===== src/rtl/psw_context_unit.sv =====
// Exception entry / return sequencer: pushes PC and PSW, fetches the vector, or pops PSW and PC,
// then commits PSW, PC and SP in one cycle.
module psw_context_unit #(
  parameter logic [15:0] VECTOR_BASE = 16'hFFC0,
  parameter logic [15:0] EXC_PSW     = 16'h0000
) (
  input  logic        clk,
  input  logic        rst,
  input  logic [15:0] psw_in,
  input  logic [15:0] pc_in,
  input  logic [15:0] sp_in,
  input  logic        exc_req,
  input  logic [3:0]  exc_vector,
  input  logic        reti_req,
  output logic        mem_req,
  output logic        mem_wr,
  output logic [15:0] mem_addr,
  output logic [15:0] mem_wdata,
  input  logic [15:0] mem_rdata,
  input  logic        mem_ack,
  output logic [1:0]  psw_wr_en,
  output logic [15:0] psw_wr_data,
  output logic        pc_load,
  output logic [15:0] pc_out,
  output logic        sp_load,
  output logic [15:0] sp_out,
  output logic        busy,
  output logic        done
);

  localparam int unsigned W = 16;

  typedef enum logic [2:0] {
    S_IDLE, S_PUSH_PC, S_PUSH_PSW, S_FETCH_VEC, S_POP_PSW, S_POP_PC, S_COMMIT
  } state_e;

  typedef enum logic {M_EXC = 1'b0, M_RET = 1'b1} mode_e;

  state_e       state_q, state_d;
  mode_e        mode_q, mode_d;
  logic [W-1:0] pc_q, pc_d, psw_q, psw_d, sp_q, sp_d;
  logic [3:0]   vec_q, vec_d;

  logic         mem_req_q, mem_req_d, mem_wr_q, mem_wr_d;
  logic [W-1:0] mem_addr_q, mem_addr_d, mem_wdata_q, mem_wdata_d;
  logic [1:0]   psw_wr_en_q, psw_wr_en_d;
  logic [W-1:0] psw_wr_data_q, psw_wr_data_d, pc_out_q, pc_out_d, sp_out_q, sp_out_d;
  logic         pc_load_q, pc_load_d, sp_load_q, sp_load_d, busy_q, busy_d, done_q, done_d;
  logic         ack;

  // Next state and captured context; outputs are decoded from the next state so they are flopped
  always_comb begin
    state_d = state_q;
    mode_d  = mode_q;
    pc_d    = pc_q;
    psw_d   = psw_q;
    sp_d    = sp_q;
    vec_d   = vec_q;
    ack     = mem_req_q & mem_ack;

    case (state_q)
      S_IDLE: begin
        if (exc_req) begin
          pc_d    = pc_in;
          psw_d   = psw_in;
          sp_d    = sp_in;
          vec_d   = exc_vector;
          mode_d  = M_EXC;
          state_d = S_PUSH_PC;
        end else if (reti_req) begin
          sp_d    = sp_in;
          mode_d  = M_RET;
          state_d = S_POP_PSW;
        end
      end
      S_PUSH_PC:  if (ack) state_d = S_PUSH_PSW;
      S_PUSH_PSW: if (ack) state_d = S_FETCH_VEC;
      S_FETCH_VEC: if (ack) begin
        pc_d    = mem_rdata;
        state_d = S_COMMIT;
      end
      S_POP_PSW: if (ack) begin
        psw_d   = mem_rdata;
        state_d = S_POP_PC;
      end
      S_POP_PC: if (ack) begin
        pc_d    = mem_rdata;
        state_d = S_COMMIT;
      end
      S_COMMIT: state_d = S_IDLE;
      default:  state_d = S_IDLE;
    endcase

    mem_req_d     = 1'b0;
    mem_wr_d      = 1'b0;
    mem_addr_d    = '0;
    mem_wdata_d   = '0;
    psw_wr_en_d   = 2'b00;
    psw_wr_data_d = '0;
    pc_load_d     = 1'b0;
    pc_out_d      = '0;
    sp_load_d     = 1'b0;
    sp_out_d      = '0;
    done_d        = 1'b0;
    busy_d        = (state_d != S_IDLE);

    case (state_d)
      S_PUSH_PC: begin
        mem_req_d   = 1'b1;
        mem_wr_d    = 1'b1;
        mem_addr_d  = W'(sp_d - W'(2));
        mem_wdata_d = pc_d;
      end
      S_PUSH_PSW: begin
        mem_req_d   = 1'b1;
        mem_wr_d    = 1'b1;
        mem_addr_d  = W'(sp_d - W'(4));
        mem_wdata_d = psw_d;
      end
      S_FETCH_VEC: begin
        mem_req_d  = 1'b1;
        mem_addr_d = W'(VECTOR_BASE + {11'd0, vec_d, 1'b0});
      end
      S_POP_PSW: begin
        mem_req_d  = 1'b1;
        mem_addr_d = sp_d;
      end
      S_POP_PC: begin
        mem_req_d  = 1'b1;
        mem_addr_d = W'(sp_d + W'(2));
      end
      S_COMMIT: begin
        psw_wr_en_d   = 2'b11;
        pc_load_d     = 1'b1;
        sp_load_d     = 1'b1;
        done_d        = 1'b1;
        pc_out_d      = pc_d;
        psw_wr_data_d = (mode_d == M_EXC) ? EXC_PSW : psw_d;
        sp_out_d      = (mode_d == M_EXC) ? W'(sp_d - W'(4)) : W'(sp_d + W'(4));
      end
      default: ;
    endcase
  end

  always_ff @(posedge clk) begin
    if (rst) begin
      state_q       <= S_IDLE;
      mode_q        <= M_EXC;
      pc_q          <= '0;
      psw_q         <= '0;
      sp_q          <= '0;
      vec_q         <= '0;
      mem_req_q     <= 1'b0;
      mem_wr_q      <= 1'b0;
      mem_addr_q    <= '0;
      mem_wdata_q   <= '0;
      psw_wr_en_q   <= 2'b00;
      psw_wr_data_q <= '0;
      pc_load_q     <= 1'b0;
      pc_out_q      <= '0;
      sp_load_q     <= 1'b0;
      sp_out_q      <= '0;
      busy_q        <= 1'b0;
      done_q        <= 1'b0;
    end else begin
      state_q       <= state_d;
      mode_q        <= mode_d;
      pc_q          <= pc_d;
      psw_q         <= psw_d;
      sp_q          <= sp_d;
      vec_q         <= vec_d;
      mem_req_q     <= mem_req_d;
      mem_wr_q      <= mem_wr_d;
      mem_addr_q    <= mem_addr_d;
      mem_wdata_q   <= mem_wdata_d;
      psw_wr_en_q   <= psw_wr_en_d;
      psw_wr_data_q <= psw_wr_data_d;
      pc_load_q     <= pc_load_d;
      pc_out_q      <= pc_out_d;
      sp_load_q     <= sp_load_d;
      sp_out_q      <= sp_out_d;
      busy_q        <= busy_d;
      done_q        <= done_d;
    end
  end

  assign mem_req     = mem_req_q;
  assign mem_wr      = mem_wr_q;
  assign mem_addr    = mem_addr_q;
  assign mem_wdata   = mem_wdata_q;
  assign psw_wr_en   = psw_wr_en_q;
  assign psw_wr_data = psw_wr_data_q;
  assign pc_load     = pc_load_q;
  assign pc_out      = pc_out_q;
  assign sp_load     = sp_load_q;
  assign sp_out      = sp_out_q;
  assign busy        = busy_q;
  assign done        = done_q;

endmodule


===== config.mk =====
export PLATFORM = sky130hd
export DESIGN_NAME = psw_context_unit
export DESIGN_NICKNAME = d
export VERILOG_FILES = /design/src/rtl/psw_context_unit.sv
export SDC_FILE = /design/constraint.sdc
export NUM_CORES = 1
export LEC_CHECK = 0
export BUFFER_PORTS_ARGS = -buffer_cell sky130_fd_sc_hd__buf_2
export CAP_MARGIN = 15
export CORE_ASPECT_RATIO = 0.75
export CORE_MARGIN = 3
export CORE_UTILIZATION = 49
export CTS_CLUSTER_SIZE = 10
export DETAILED_ROUTE_END_ITERATION = 10
export HOLD_SLACK_MARGIN = 0.08
export MAX_ROUTING_LAYER = met4
export PLACE_DENSITY_LB_ADDON = 0.12
export SLEW_MARGIN = 20
export SYNTH_ARGS = -nofsm -noshare
export SYNTH_HDL_FRONTEND = slang
export SYNTH_SLANG_ARGS = --single-unit

===== constraint.sdc =====
create_clock -name clk -period 4 [get_ports clk]
set_clock_uncertainty 0.05 [all_clocks]
set_input_delay 1.2 -clock clk [delete_from_list [all_inputs] [get_ports clk]]
set_output_delay 1.2 -clock clk [all_outputs]
set_load 0.1 [all_outputs]

==> flow_summary.json <==
{
  "cp_slowest_cell": "mux2i_1",
  "overflow": 0,
  "power_density_nw_per_um2": 580,
  "place_congestion": 1.01,
  "setup_viol": 0,
  "startpoint_type": "input pin",
  "final_common_cell": "buf_2",
  "synthArstFlopShare": 0,
  "timing.final.crit_share": 0.892,
  "p_leak_uw": 0.00388,
  "final_cell_mix": "buf_2 (160), dfxtp_1 (139), nor2_1 (93), buf_4 (68)",
  "clock_latency_ns": 0.43,
  "syn_nets": 888,
  "synth.top_cell.area_share": 0.419,
  "antenna_found_initial": 1,
  "rsz0062_at_grt": "false",
  "areaGrowthSynthToFinish_pct": 28.5,
  "avgSynthCellArea_sq_um": 8.36,
  "yosys_warnings": 0,
  "fin_setup_tns_ns": 0,
  "initial_core_util": 0.508,
  "root_buffer": "clkbuf_16",
  "cts_resized": 0,
  "cts_buffers": 17,
  "min_period_ns": 3.57,
  "arrival_ns": 3.85,
  "num_vias": 7001,
  "tritoncts_num_sinks": 140,
  "hold_viol_final": 0,
  "dp_slack_ns": 0.0000835,
  "die_h_um": 107,
  "layout.cells.non_filler": 1176,
  "status": "finished clean",
  "drt_iter0_drc": 859,
  "syn-cell-area_sq_um": 6680,
  "port_buffers": 160,
  "h-tree-depth": 4,
  "place_area_sq_um": 7970,
  "cts_setup_buffers": 0,
  "reg2reg_from": "state_q[2]",
  "synth-seq-area-share": 0.419,
  "yosysUniqueCellTypes": 75,
  "clkTransAtPathRegs_ns": 0.07,
  "drv_cap": 0,
  "cp_cell_sequence": "buf_2 > buf_4 > nor2_4 > nor2_8 > mux2i_1 > inv_1 > ha_1 > nor2b_1 > o31a_1 > o211ai_1 > a21oi_1 > or3_1 > a32o_1",
  "holdBufCountCts": 0,
  "worst-setup-path-type": "in2reg",
  "ff2ff_path_depth": 11,
  "vias_per_cell": 5.95,
  "ir_drop_uv": 393,
  "fin_nets": 1080,
  "ant_nets": 0,
  "relSlewSlack": 0.476,
  "syn_inst": 799,
  "gr-usage-all-layers": 0.314,
  "regToRegSetupSlack_ns": 0.54,
  "crit_required_ns": 4.28,
  "tightest_slew_ns": 0.784,
  "cp-endpoint": "mem_addr[11]",
  "clock.fmax_mhz": 280,
  "die_area_sq_um": 15100,
  "grt_pass1_wl_um": 36000,
  "reg2reg_to": "mem_addr[11]",
  "cpPeakStageDelay_ns": 0.32,
  "worstHoldStart": "pc_q[0]",
  "io_pins": 161,
  "min_path_type": "reg2reg",
  "crit_start": "reti_req",
  "critPathMaxFanout": 10,
  "yosysTopAreaCell": "dfxtp_1",
  "worst_slack_ns": 0.433,
  "ys.flop_type": "dfxtp_1",
  "wl_per_cell_um": 19.6,
  "grt_pass1_vias": 6631,
  "drive_gt1_frac": 0.283,
  "numPlacedInstances": 1143,
  "holdWs_ns": 0.413,
  "fp.dieW_um": 141,
  "grt_max_degree": 29,
  "final_area_sq_um": 8590,
  "slew_viol_final": 0,
  "synth_edf_count": 0,
  "wl_um": 23100,
  "dr.pass1.iters": 5,
  "rows": 36,
  "drc": 0,
  "cts_buffer_depth": 2,
  "synthTopCellsByArea": "dfxtp_1 (42%), nor2_1 (5.2%), o21ai_0 (5.0%), a21oi_1 (4.0%), nand2_1 (3.8%)",
  "ys_seq_elements": 140,
  "core_sq_um": 13200,
  "dp_hpwl_um": 16900,
  "cts_tree": "built",
  "crit_path_end_kind": "register"
}
[how the worst min path moves through the flow]
stage                     endpoint  cells past startpoint
after global placement     pc_q[7]                      2
after detailed placement   pc_q[3]                      2
final                      pc_q[0]                      2
after CTS                 pc_q[15]                      2
after global routing      pc_q[10]                      2
after floorplan            pc_q[0]                      2
[state kept, by name, summed over array words and instances (netlist names), 3 cells and up]
signal       cells
mem_addr        16
pc_q            16
pc_out          16
psw_wr_data     16
psw_q           16
mem_wdata       16
state_q          3
sp_q            16
sp_out          16
vec_q            4
[cells by family after synthesis]
family | share of synthesized area
buffers and inverters | 0.0520
muxes | 0.0397
xor gates and xnor gates | 0.0210
and+or+nand+nor | 0.207
adders and majority gates | 0.0311
AOI/OAI and AO/OA | 0.230
DFF | 0.419
[synthesized netlist by cell type (all sizes together), types with 7 or more instances]
cell / count
a211oi: 7
a21oi: 54
a22oi: 20
and3: 10
buf: 22
clkbuf: 33
dfxtp: 140
ha: 15
inv: 22
mux2i: 25
nand2: 68
nand3: 15
nand4: 10
nor2: 95
nor3: 40
nor4: 9
o211ai: 10
o21a: 9
o21ai: 69
o22a: 12
o22ai: 12
or3: 7
xnor2: 13
[worst max-delay path, delay by kind of cell]
family / cells / cell delay [ns]
muxes: 1 / 0.32
adders and majority gates: 1 / 0.32
AOI/OAI and AO/OA: 4 / 0.90
buffers and inverters: 3 / 0.34
and+or+nand+nor: 4 / 0.77
[stage by stage]
step	total power (uW)	util
2_1_floorplan	2800	-
3_3_place_gp	3280	0.606
3_5_place_dp	3290	0.606
4_1_cts	4960	0.653
5_1_grt	5190	0.653
6_report	4980	0.653
[where the power goes]
part	internal, uW	switching, uW	leakage [uW]
registers	1510	58.0	0.00114
logic	554	1190	0.00244
clock network	956	710	0.000302
[cell type report]
cell class	count	area, sq um
clock buffers	17	425
flip-flops and latches	140	2800
diodes	1	2.50
well taps	171	214
repair buffers	228	1310
clock inverters	15	193
fillers	1127	4560
multi-input cells	581	3550
inverters	23	87.6
[routing by layer]
layer  track usage  vias up  routed length, um
li1              -     3268                  -
met1         0.460     3242              10700
met2         0.409      462               9120
met3         0.107       29               2920
met4        0.0781        0                289
met5             -        -                  0
No activity file was read; power rests on OpenSTA's default activity.
